## config.mk

```make
export PLATFORM = sky130hd
export DESIGN_NAME = contador_bcd_modn
export DESIGN_NICKNAME = d
export VERILOG_FILES = /design/src/rtl/contador_bcd_modn.sv
export SDC_FILE = /design/constraint.sdc
export NUM_CORES = 1
export LEC_CHECK = 0
export BUFFER_PORTS_ARGS = -buffer_cell sky130_fd_sc_hd__buf_2
export CORE_MARGIN = 4
export CORE_UTILIZATION = 30
export DETAILED_ROUTE_END_ITERATION = 6
export PLACE_DENSITY = 0.49
export SYNTH_ARGS = -nofsm -noshare
export SYNTH_HDL_FRONTEND = slang
export SYNTH_SLANG_ARGS = --single-unit
```

## constraint.sdc

```tcl
create_clock -name clk -period 4.95 [get_ports clk]
set_input_delay 0.99 -clock clk [delete_from_list [all_inputs] [get_ports clk]]
set_output_delay 0.99 -clock clk [all_outputs]
set_load 0.02 [all_outputs]
```

## src/rtl/contador_bcd_modn.sv

```systemverilog
// contador_bcd_modn: synchronous BCD up/down counter with NUM_DIGITS decades,
// run-time terminal value (limit), parallel load with validation and cascade
// outputs. Compile-time option CONTADOR_SATURA_EN selects saturating mode
// (hold at the boundary, wrap tied low); undefined gives wrap-around mode.
module contador_bcd_modn #(
   parameter int NUM_DIGITS = 2
) (
   input  logic                    clk,
   input  logic                    rst,
   input  logic                    en,
   input  logic                    up,
   input  logic                    load,
   input  logic [4*NUM_DIGITS-1:0] load_val,
   input  logic [4*NUM_DIGITS-1:0] limit,
   output logic [4*NUM_DIGITS-1:0] q,
   output logic                    tc,
   output logic                    wrap,
   output logic                    err
);

   localparam int W = 4 * NUM_DIGITS;

   logic [W-1:0]          q_reg, q_next;
   logic                  wrap_reg, wrap_next;
   logic                  err_reg, err_next;
   logic [W-1:0]          lim_c;
   logic [W-1:0]          q_inc, q_dec;
   logic [NUM_DIGITS-1:0] carry, borrow;
   logic [NUM_DIGITS-1:0] load_digit_ok;
   logic                  q_ge_lim, q_zero, load_ok;

   // Per-digit logic: limit clamp, load digit validity, BCD increment/decrement
   // with a digit-to-digit carry/borrow chain (no binary intermediate).
   genvar gi;
   generate
      for (gi = 0; gi < NUM_DIGITS; gi++) begin : g_digit
         assign lim_c[4*gi +: 4] = (limit[4*gi +: 4] > 4'd9) ? 4'd9 : limit[4*gi +: 4];
         assign load_digit_ok[gi] = (load_val[4*gi +: 4] <= 4'd9);

         if (gi == 0) begin : g_lsd
            assign carry[gi]  = 1'b1;
            assign borrow[gi] = 1'b1;
         end else begin : g_upper
            assign carry[gi]  = carry[gi-1]  & (q_reg[4*(gi-1) +: 4] == 4'd9);
            assign borrow[gi] = borrow[gi-1] & (q_reg[4*(gi-1) +: 4] == 4'd0);
         end

         assign q_inc[4*gi +: 4] = !carry[gi] ? q_reg[4*gi +: 4] :
                                   (q_reg[4*gi +: 4] == 4'd9) ? 4'd0 : q_reg[4*gi +: 4] + 4'd1;
         assign q_dec[4*gi +: 4] = !borrow[gi] ? q_reg[4*gi +: 4] :
                                   (q_reg[4*gi +: 4] == 4'd0) ? 4'd9 : q_reg[4*gi +: 4] - 4'd1;
      end
   endgenerate

   // Whole-vector unsigned compare of valid BCD is an MSB-first digit compare.
   assign q_ge_lim = (q_reg >= lim_c);
   assign q_zero   = (q_reg == '0);
   assign load_ok  = (&load_digit_ok) && (load_val <= lim_c);

   // Next-state selection: load has priority over count; reset is in the register.
   always_comb begin
      q_next    = q_reg;
      wrap_next = 1'b0;
      err_next  = 1'b0;
      if (load) begin
         if (load_ok) begin
            q_next = load_val;
         end else begin
            err_next = 1'b1;
         end
      end else if (en) begin
         if (up) begin
            if (q_ge_lim) begin
`ifdef CONTADOR_SATURA_EN
               q_next = lim_c;
`else
               q_next    = '0;
               wrap_next = 1'b1;
`endif
            end else begin
               q_next = q_inc;
            end
         end else begin
            if (q_zero) begin
`ifdef CONTADOR_SATURA_EN
               q_next = '0;
`else
               q_next    = lim_c;
               wrap_next = 1'b1;
`endif
            end else begin
               q_next = q_dec;
            end
         end
      end
   end

   // State register with synchronous active-high reset.
   always_ff @(posedge clk) begin
      if (rst) begin
         q_reg    <= '0;
         wrap_reg <= 1'b0;
         err_reg  <= 1'b0;
      end else begin
         q_reg    <= q_next;
         wrap_reg <= wrap_next;
         err_reg  <= err_next;
      end
   end

   assign q    = q_reg;
   assign wrap = wrap_reg;
   assign err  = err_reg;
   // Terminal count is combinational so a cascaded stage advances on the same edge.
   assign tc   = en & ~load & (up ? q_ge_lim : q_zero);

endmodule

```

=== Word level (Yosys, flattened, before mapping) ===
Cells that the tools add are included.

* Register bits: 10
* Input port bits: 21
* Word-level logic and storage cells: 52

* Add/subtract/negate cells: 4
* $lt $le $gt $ge: 6
* Equality and inequality tests: 4
* Mux-type cells: 19
* Bitwise operators: 4
* Reductions and logical operators: 11

{| class="wikitable"
|+ Operators by type and width
! cell !! number
|-
| 8-bit 2-to-1 mux || 6
|-
| 4-bit 2-to-1 mux || 8
|-
| 4-bit by 1-bit adder with 4-bit output (second input constant) || 2
|-
| 4-bit equality test (second input constant) || 2
|-
| 8-bit greater-or-equal comparator || 1
|-
| 4-bit greater-than comparator (second input constant) || 2
|-
| 4-bit <= comparator (second input constant) || 2
|-
| 8-bit <= comparator || 1
|-
| 4-bit zero test || 2
|-
| 8-bit zero test || 1
|-
| 4-bit by 1-bit subtractor with 4-bit output (second input constant) || 2
|-
| 1-bit 2-to-1 mux || 5
|-
| 4-bit by 1-bit != test with 1-bit output (second input constant) || 1
|-
| 2-bit AND reduction || 2
|-
| 4-bit AND reduction || 1
|-
| 4-bit nonzero test || 1
|-
| 3-bit OR reduction || 1
|-
| 1-bit AND || 2
|-
| 2-bit by 1-bit != test with 1-bit output (second input constant) || 1
|-
| 1-bit NOT || 2
|-
| 2-bit nonzero test || 1
|-
| 2-bit OR reduction || 1
|-
| 1-bit logical AND || 1
|}

=== Depth between registers and ports, before layout ===
Gate-level depths: netlist (run 1).

* Depth in word-level cells: 7
* Depth in mapped cells: 10
* Gate-level depth less buffers: 10

=== Worst setup path before layout (run 1) ===
OpenSTA, ideal clock, no wires.

* Path kind: input -> output
* Start point: input limit[2]
* End point: output tc
* Arrival: 2614 ps
* Setup slack: 1346 ps
* Cell stages on the path: 9
* Path buffers: 0
* Cell sequence: o21ai_0 -> nand2b_1 -> ha_1 -> nand2b_1 -> a2111o_1 -> nand4_1 -> nand3_4 -> a21oi_1 -> nor2_1

* Longest elaborated chain between the ends: 5

{| class="wikitable"
|+ Ends and longest elaborated chain
! what !! RTL line !! RTL
|-
| start: declaration || 14 || <nowiki>input logic [4*NUM_DIGITS-1:0] limit,</nowiki>
|-
| 4-bit greater-than comparator || 37 || <nowiki>assign lim_c[4*gi +: 4] = (limit[4*gi +: 4] > 4'd9) ? 4'd9 : limit[4*gi +: 4];</nowiki>
|-
| 4-bit 2-to-1 mux * || 37 ||
|-
| 8-bit greater-or-equal comparator * || 56 || <nowiki>assign q_ge_lim = (q_reg >= lim_c);</nowiki>
|-
| 1-bit 2-to-1 mux * || 115 || <nowiki>assign tc = en & ~load & (up ? q_ge_lim : q_zero);</nowiki>
|-
| 1-bit AND * || 115 ||
|-
| end: declaration || 16 || <nowiki>output logic tc,</nowiki>
|}

Every way passes the cells marked *; elsewhere a longest branch is shown, timed or not.

=== Final worst setup path (run 1) ===
Ends and elaborated chain as after synthesis.

==> results of run 1 <==
==> per-stage QoR <==
stage	cells	setup slack (ps)	total power [uW]
CTS	243	994.5	365.2
global placement	239	1039	259.2
global route	243	801.6	390.5
floorplan	160	1346	211.1
detailed placement	239	1016	262.3
finish	243	1001	362.4
==> metal layers <==
layer / share of wire (%) / vias up / global-route usage [%]
met5: 0 / - / 0
met4: 0.44 / 0 / 3.279
met3: 7.5 / 2 / 2.909
met2: 50 / 60 / 27.10
met1: 42 / 643 / 19.05
li1: - / 690 / -
==> synth_stat cells, types with 2 or more instances <==
cell type,number
ha_1,21
nor2_1,19
a21oi_1,12
inv_1,11
dfxtp_1,10
nand2_1,7
nand2b_1,7
o21ai_0,7
nor3_1,6
a221oi_1,5
a211oi_1,4
nand3_1,4
nand4_1,4
a2111oi_0,3
a31oi_1,3
clkbuf_1,3
nor2b_1,3
o211ai_1,3
o32ai_1,3
a21o_1,2
a22o_1,2
nor4_1,2
o22ai_1,2
==> placed cells by master, fill, tap and decap left out, types with 2 or more instances in the layout <==
master     instances
a21oi_1           12
a21o_1             2
o21ai_0            7
nor3_1             6
o22ai_1            2
buf_2             31
ha_1              21
nor2_1            19
nand3_1            4
a211oi_1           4
nand2b_1           7
a22o_1             2
o211ai_1           3
inv_1             11
clkbuf_8           4
dfxtp_1           10
a221oi_1           5
nand2_1            7
o32ai_1            3
nor2b_1            3
nand4_1            4
a2111oi_0          3
nor4_1             2
a31oi_1            3
==> area by class of cell <==
class / count / area share (%)
tap: 50 / 4.122
timing repair buffer: 32 / 10.72
inverter: 11 / 2.721
multi-input combinational: 136 / 65.62
sequential: 10 / 13.19
clock buffer: 4 / 3.627
==> logic make-up (layout without fill, tap and decap cells) <==
kind of cell / count (synthesis) / count (layout) / synth area share [%]
adders and majority gates: 21 / 21 / 21.04
DFF: 10 / 10 / 16.03
buffers and inverters: 14 / 47 / 4.208
AOI/OAI and AO/OA: 56 / 56 / 33.07
and+or+nand+nor: 59 / 59 / 25.65
==> worst max-delay path, delay by kind of cell <==
family / cells / cell delay (ps)
buf+inv: 2 / 250
simple gates: 5 / 620
fa+ha+maj: 1 / 280
compound gates: 3 / 820
==> worst paths after layout <==
kind / startpoint / end / cells past startpoint
max: limit[2] / tc / 11
min: q[2] / q[2] / 2
max reg2reg: q[0] / q[4] / 9
min reg2reg: q[2] / q[2] / 2
==> where the power goes <==
part / internal [uW] / total, uW / switching (uW)
Sequential: 87.5 / 100 / 13.0
Clock: 69.8 / 101 / 30.8
Combinational: 65.6 / 161 / 95.7
Total: 223 / 362 / 139
==> flow_summary.ini, run 1 <==
[logic_synthesis]
synthesis.area_um2 = 1249
yosysSeqAreaShare_pct = 16.03
avgSynthCellArea_um2 = 7.804
synth_cell_type_count = 40
synth.net_count = 202
yosysTopAreaCellShare_pct = 21.04
netlist.top_cell.by_area = ha_1
synthCells = 160
synth-edff-count = 0
synthArstFlopShare_pct = 0
ys.flop_type = dfxtp_1
synth.area.top_cells = ha_1 21%, dfxtp_1 16%, nor2_1 5.7%
synth.ff_latch_count = 10
yosysWarnings = 0

[timing]
timing.max_slew.rel_slack_pct = 63.09
fmaxAchievable_ghz = 0.2532
final.period_utilization_pct = 79.79
grt_setup_unrepaired = false
final-setup-viol-count = 0
period_needed_ps = 3949
max_slew_vio_count = 0
fin_worst_skew_ps = 4.392
finalHoldViolCount = 0
worst_slew_pin_slew_ps = 539.7
timing.setup.tns_ps = 0
fin_worst_hold_slack_ps = 583.2

[setup_path]
crit_path_max_incr_delay_ps = 440
cp_slowest_cell = a2111o_1
worst-path-max-fanout = 7
ff2ff_setup_slack_ps = 2350
path_cells = buf_2, o21ai_0, nand2b_1, ha_1, nand2b_1, a2111o_1, nand4_1, nand3_4, a21oi_1, nor2_1, buf_2
critPathKind = primary input to primary output
critPathArrivalTime_ps = 2960
cp.required_ps = 3960
critPathCaptureType = primary output
timing.critical_path.from_type = primary input

[power_and_ir_drop]
p_per_area_nw_per_um2 = 238.8
peakVddDrop_mv = 0.1043
leakage_uw = 0.0006862

[die]
initial_cell_density_of_the_core_pct = 31.22
floorplan.core_area_um2 = 4000
dieArea_um2 = 5258
die_height_um = 72.52
placement_rows = 23
dieWidth_um = 72.52
floorplan.io_pins = 32

[clock_network]
clk-insertion-delay-late_ps = 230
clock_slew_at_the_register_clock_pins_of_the_worst_setup_and_hold_paths_ps = 50
clk_root_buffer_cell = clkbuf_8
h_tree_depth = 1
tritoncts = done
cts_hold_repair.buffers = 0
cts-root-to-sink-buffers = 2
cts_num_sinks = 10
numCtsBuffers = 3
post_cts_resize_count = 0
post_cts.repair.setup_buffers = 0

[layout]
area.growth.synth_to_final_pct = 21.54
n_fill_cell = 427
final_core_utilization_pct = 37.94
drive_above_1_share_pct = 23.32
finalInstanceArea_um2 = 1518
max_reg_flops = 8
antenna_cells_inserted = 0
layout.area.seq_um2 = 200.2
final_net_count = 236
area_of_combinational_cells_with_multiple_inputs_um2 = 996.0

[grt]
track_usage_pct = 15.26
first_global_vias = 1375
grt_first_pass_wirelength_um = 6403
grt_max_degree = 15
grt_antenna_before_repair = 0
remaining_global_route_overflow = 0

[place]
post_dp_cell_area_um2 = 1463
place.port_buffers = 31
gp_congestion = 0.9536
hpwl_dp_um = 3116

[worst_hold_path]
worst_hold_path_type = flop to flop

[route]
drt_wl_total_um = 3845
route.detailed.wl_per_inst_um = 15.82
vias = 1395
detail_route.drc_violations = 0
detail_route.vias_per_cell = 5.741
number_of_nets_still_failing_antenna_checks_after_routing = 0
dr.first_iter.drc_count = 103
firstDrtPassIters = 4

[status]
result_of_the_run = finished clean

[job]
cap_violations = 0
No activity file was read; power rests on OpenSTA's default activity.
==> run 2: changes to the inputs <==
--- a/config.mk
+++ b/config.mk
@@ -5,11 +5,12 @@
 export SDC_FILE = /design/constraint.sdc
 export NUM_CORES = 1
 export LEC_CHECK = 0
+export ABC_AREA = 1
 export BUFFER_PORTS_ARGS = -buffer_cell sky130_fd_sc_hd__buf_2
 export CORE_MARGIN = 4
 export CORE_UTILIZATION = 30
 export DETAILED_ROUTE_END_ITERATION = 6
-export PLACE_DENSITY = 0.49
+export PLACE_DENSITY = 0.5
 export SYNTH_ARGS = -nofsm -noshare
 export SYNTH_HDL_FRONTEND = slang
 export SYNTH_SLANG_ARGS = --single-unit
==> constraint.sdc (replaced) <==
create_clock -name clk -period 3.63 [get_ports clk]
set_input_delay 0.726 -clock clk [delete_from_list [all_inputs] [get_ports clk]]
set_output_delay 0.726 -clock clk [all_outputs]
set_load 0.02 [all_outputs]
==> run 2 against run 1 <==
Net effect:
- combinational power is 71% higher
- sequential power is 45% higher
- clock skew is 3.6 ps lower
- sequential share of layout area is 1.4 points lower
- flip-flop and latch count stayed put
- global-route usage is 2.1 points lower
- clock power is 38% higher
- register-to-register slack worse by 720 ps
- power is 54% higher
- largest cell class unchanged
- first-iteration DRC count is 51% lower
- via count is 4.3% higher
==> flow_summary.ini, run 2 <==
[status]
result_of_the_run = finished clean

[job]
cap_violations = 0

[grt]
remaining_global_route_overflow = 0
grt_first_pass_wirelength_um = 6375
first_global_vias = 1395
track_usage_pct = 13.12
grt_antenna_before_repair = 0
grt_max_degree = 14

[logic_synthesis]
synthArstFlopShare_pct = 0
synth.area.top_cells = ha_1 18%, dfxtp_1 14%, nand2_1 14%
synth.net_count = 262
yosys.cell_count.top_type = nand2_1
ys.flop_type = dfxtp_1
avgSynthCellArea_um2 = 6.489
synth.ff_latch_count = 10
yosysSeqAreaShare_pct = 14.02
synthCells = 220
synth-edff-count = 0
synth.top_cells.by_count = 52 x nand2_1, 29 x nor2_1, 27 x inv_1
netlist.top_cell.by_area = ha_1
yosysWarnings = 0
yosysTopAreaCellShare_pct = 18.40
synth_cell_type_count = 32
synthesis.area_um2 = 1428

[route]
dr.max_layer_used = met4
met2_length_um = 1700
met3WireLength_um = 164
drt_wl_total_um = 3811
number_of_nets_still_failing_antenna_checks_after_routing = 0
dr.first_iter.drc_count = 50
detail_route.drc_violations = 0
firstDrtPassIters = 4
route.detailed.wl_per_inst_um = 12.45
vias = 1455
detail_route.vias_per_cell = 4.755
drt-met1-wl_um = 1923

[timing]
timing.max_slew.rel_slack_pct = 71.34
fin_worst_hold_slack_ps = 619.0
final.period_utilization_pct = 88.71
final-setup-viol-count = 0
period_needed_ps = 3220
setup_ws_ps = 410.0
grt_setup_unrepaired = false
fin_worst_skew_ps = 0.8133
finalHoldViolCount = 0
worst_slew_pin_slew_ps = 429.4
timing.setup.tns_ps = 0
max_slew_vio_count = 0
fmaxAchievable_ghz = 0.3106

[place]
hpwl_dp_um = 3142
pre_cts_ws_ps = 401.5
gp_congestion = 0.8365
place.port_buffers = 31
post_dp_cell_area_um2 = 1643

[clock_network]
cts_hold_repair.buffers = 0
post_cts.repair.setup_buffers = 0
numCtsBuffers = 3
cts_num_sinks = 10
clk_root_buffer_cell = clkbuf_8
tritoncts = done
clk-insertion-delay-late_ps = 230
post_cts_resize_count = 0
clock_slew_at_the_register_clock_pins_of_the_worst_setup_and_hold_paths_ps = 50
h_tree_depth = 1
cts-root-to-sink-buffers = 2

[layout]
antenna_cells_inserted = 0
drive_above_1_share_pct = 23.62
finalInstanceArea_um2 = 1698
area.growth.synth_to_final_pct = 18.93
final_net_count = 297
max_reg_flops = 8
mostFrequentLayoutCell = nand2_1
n_fill_cell = 481
layout_common_cells = 52 x nand2_1, 31 x buf_2, 29 x nor2_1

[power_and_ir_drop]
p_per_area_nw_per_um2 = 329.3
peakVddDrop_mv = 0.1752
leakage_uw = 0.0009056
p_total_uw = 559.1

[setup_path]
critPathCaptureType = primary output
critPathKind = primary input to primary output
ff2ff_setup_slack_ps = 1630
critPathArrivalTime_ps = 2490
cp.required_ps = 2900
worst-path-max-fanout = 4
timing.critical_path.from_type = primary input

[worst_hold_path]
worst_hold_path_type = flop to flop

[die]
die_height_um = 76.99
initial_cell_density_of_the_core_pct = 31.91
placement_rows = 24
floorplan.core_area_um2 = 4474
dieArea_um2 = 5927
dieWidth_um = 76.99
floorplan.io_pins = 32
-- run 2: cell types whose count changed in the layout (fill, tap and decap cells not counted), sizes merged, moves of 7 or more --
cell    change
o21ai      +14
nor2       +16
nand2b      -8
inv        +22
nand3       +7
nand2      +48
-- run 2: metal layers --
metal,GRT usage (%),up-vias
li1,-,791
met3,3.162,2
met1,16.71,623
met2,22.74,39
met5,0,-
met4,2.135,0
-- run 2: logic make-up (layout without fill, tap and decap cells) --
family | count (synthesis) | in the layout | synth area share, %
buf+inv | 34 | 68 | 9.027
simple gates | 113 | 113 | 40.23
xor+xnor | 4 | 4 | 2.454
flops | 10 | 10 | 14.02
compound gates | 38 | 38 | 15.86
fa+ha+maj | 21 | 21 | 18.40
-- run 2: final cells by class --
class	instances	area (um^2)	share of cell area, %
multi-input combinational	176	1099	64.70
tap	52	65.06	3.832
sequential	10	200.2	11.79
clock buffer	4	55.05	3.242
timing repair buffer	31	155.1	9.138
inverter	33	123.9	7.296
-- run 2: through the flow --
| stage | std cells | utilization (%) |
|---|---|---|
| 2_1_floorplan | 220 | - |
| 3_3_place_gp | 302 | 36.72 |
| 3_5_place_dp | 302 | 36.72 |
| 4_1_cts | 306 | 37.95 |
| 5_1_grt | 306 | 37.95 |
| 6_report | 306 | 37.95 |
-- run 2: critical path, cell delays in order --
cell,delay [ps]
buf_2,100
o21ai_0,210
inv_1,60
nor2_1,170
inv_1,90
ha_1,280
nand2_1,40
nor2_1,190
nand4_4,160
nand3_2,120
a21oi_1,90
nor2_1,90
buf_2,160
-- run 2: power by group --
| group | total, uW | internal [uW] | switching, uW |
|---|---|---|---|
| combinational | 275 | 99.1 | 176 |
| sequential | 145 | 122 | 23.2 |
| clock | 139 | 95.3 | 43.6 |
-- run 2: path summary, 6_finish.rpt --
kind | from | endpoint | cells past startpoint
setup / recovery | limit[2] | tc | 13
hold / removal | q[1] | q[1] | 2
setup reg to reg | q[4] | q[4] | 11
hold reg to reg | q[1] | q[1] | 2
==> run 3: changes to the inputs <==
--- a/config.mk
+++ b/config.mk
@@ -10,7 +10,7 @@
 export CORE_MARGIN = 4
 export CORE_UTILIZATION = 30
 export DETAILED_ROUTE_END_ITERATION = 6
-export PLACE_DENSITY = 0.5
+export PLACE_DENSITY = 0.48
 export SYNTH_ARGS = -nofsm -noshare
 export SYNTH_HDL_FRONTEND = slang
 export SYNTH_SLANG_ARGS = --single-unit
==> constraint.sdc (replaced) <==
create_clock -name clk -period 3.11 [get_ports clk]
set_input_delay 0.622 -clock clk [delete_from_list [all_inputs] [get_ports clk]]
set_output_delay 0.622 -clock clk [all_outputs]
set_load 0.02 [all_outputs]
==> run 3 against run 2 <==
Net effect:
- sequential power up 18%
- via count up 1.1%
- register-to-register slack worse by 460 ps
- hold slack worse by 41 ps
- setup slack worse by 200 ps
- wire length down 0.31%
- cell count unchanged
- die area unchanged
- critical endpoint unchanged
==> flow_summary.ini, run 3 (synthesis results as in run 2) <==
[status]
result_of_the_run = finished clean

[setup_path]
timing.critical_path.buf_inv = 3
worst-path-max-fanout = 4
path_cells = buf_2, o21ai_4, nand2_1, ha_1, nand2_1, nand2_1, a21oi_1, nand2_1, inv_2, nand3_2, a21oi_1, nor2_1, buf_2
cp_slowest_cell = ha_1
cp.required_ps = 2490
critPathKind = primary input to primary output
timing.critical_path.mode_cell = nand2_1
critPathCaptureType = primary output
critPathArrivalTime_ps = 2280
timing.critical_path.from_type = primary input
critPathTopFamily = compound AO/OA/AOI/OAI gates
crit_path_max_incr_delay_ps = 300

[clock_network]
cts_hold_repair.buffers = 0
cts-root-to-sink-buffers = 2
clk-insertion-delay-late_ps = 230
cts_num_sinks = 10
h_tree_depth = 1
post_cts.repair.setup_buffers = 0
numCtsBuffers = 3
clock_slew_at_the_register_clock_pins_of_the_worst_setup_and_hold_paths_ps = 40
tritoncts = done
clk_root_buffer_cell = clkbuf_8

[place]
hpwl_dp_um = 3159
post-place-cells = 303
place.port_buffers = 31
gp_congestion = 0.8150

[layout]
layout_common_cells = 52 x nand2_1, 31 x buf_2, 29 x nor2_1
drive_above_1_share_pct = 23.62
final_core_utilization_pct = 37.81
area.growth.synth_to_final_pct = 18.49
max_reg_flops = 8
mostFrequentLayoutCell = nand2_1
final_net_count = 298
antenna_cells_inserted = 0
stdcell_count = 306

[die]
floorplan.core_area_um2 = 4474
die_height_um = 76.99
dieArea_um2 = 5927
dieWidth_um = 76.99
initial_cell_density_of_the_core_pct = 31.91
placement_rows = 24
floorplan.io_pins = 32

[worst_hold_path]
worst_hold_path_type = primary input to flop

[route]
dr.first_iter.drc_count = 95
vias = 1471
firstDrtPassIters = 4
number_of_nets_still_failing_antenna_checks_after_routing = 0
drt_wl_total_um = 3799
detail_route.drc_violations = 0
route.detailed.wl_per_inst_um = 12.42
detail_route.vias_per_cell = 4.807

[grt]
grt_max_degree = 14
grt_first_pass_wirelength_um = 6782
grt_antenna_before_repair = 0
first_global_vias = 1455
remaining_global_route_overflow = 0
track_usage_pct = 13.87

[power_and_ir_drop]
p_total_uw = 619.8
peakVddDrop_mv = 0.1726
leakage_uw = 0.0009031
p_per_area_nw_per_um2 = 366.4

[timing]
fmaxAchievable_ghz = 0.3444
max_slew_vio_count = 0
grt_setup_unrepaired = false
finalHoldViolCount = 0
worst_slew_pin_slew_ps = 413.7
final-setup-viol-count = 0
timing.setup.tns_ps = 0
final.period_utilization_pct = 93.36
fin_worst_skew_ps = 0.3813
period_needed_ps = 2904
timing.max_slew.rel_slack_pct = 72.39

[job]
cap_violations = 0
==> run 3: changes by cell type in the layout (fill, tap and decap cells not counted), sizes merged <==
cell,before,now
buf,31,32
clkbuf,4,3
==> run 3: routing by layer <==
| layer | GRT usage [%] | vias up | routed length [um] |
|---|---|---|---|
| met5 | 0 | - | 0 |
| met2 | 23.08 | 33 | 1729 |
| met4 | 2.135 | 0 | 29 |
| li1 | - | 797 | - |
| met1 | 18.61 | 637 | 1870 |
| met3 | 3.162 | 4 | 171 |
==> run 3: worst paths after layout <==
| check | startpoint | endpoint | slack (ps) | depth (start not counted) |
|---|---|---|---|---|
| max | limit[5] | tc | 210 | 13 |
| min | rst | err | 580 | 2 |
| min reg2reg | q[1] | q[1] | 640 | 2 |
| max reg2reg | q[4] | q[4] | 1170 | 11 |
==> run 3: layout make-up <==
| cell class | count | area [um^2] |
|---|---|---|
| tap | 52 | 65.06 |
| clock buffer | 3 | 41.29 |
| timing repair buffer | 32 | 162.7 |
| multi-input combinational | 176 | 1099 |
| sequential | 10 | 200.2 |
| inverter | 33 | 123.9 |
| fill | 494 | 2783 |
==> run 3: timing repair <==
item / 4_1_cts / 5_1_grt
gates resized for setup: 0 / 1
endpoints found under the setup margin: 0 / 1
endpoints found under the hold margin: 0 / 0
==> run 3: through the flow <==
stage | setup slack, ps | hold slack, ps | instance area, um^2
after detailed placement | 152.0 | 630.7 | 1650
after global routing | 24.11 | 579.9 | 1692
after global placement | 186.4 | 616.7 | 1650
final | 206.5 | 577.5 | 1692
after CTS | 136.5 | 574.8 | 1692
after floorplan | 366.4 | 654.9 | 1428
==> run 3: where the power goes <==
group | internal, uW | switching (uW)
combinational | 117 | 203
sequential | 142 | 28.4
clock | 84.3 | 45.1
total | 343 | 277
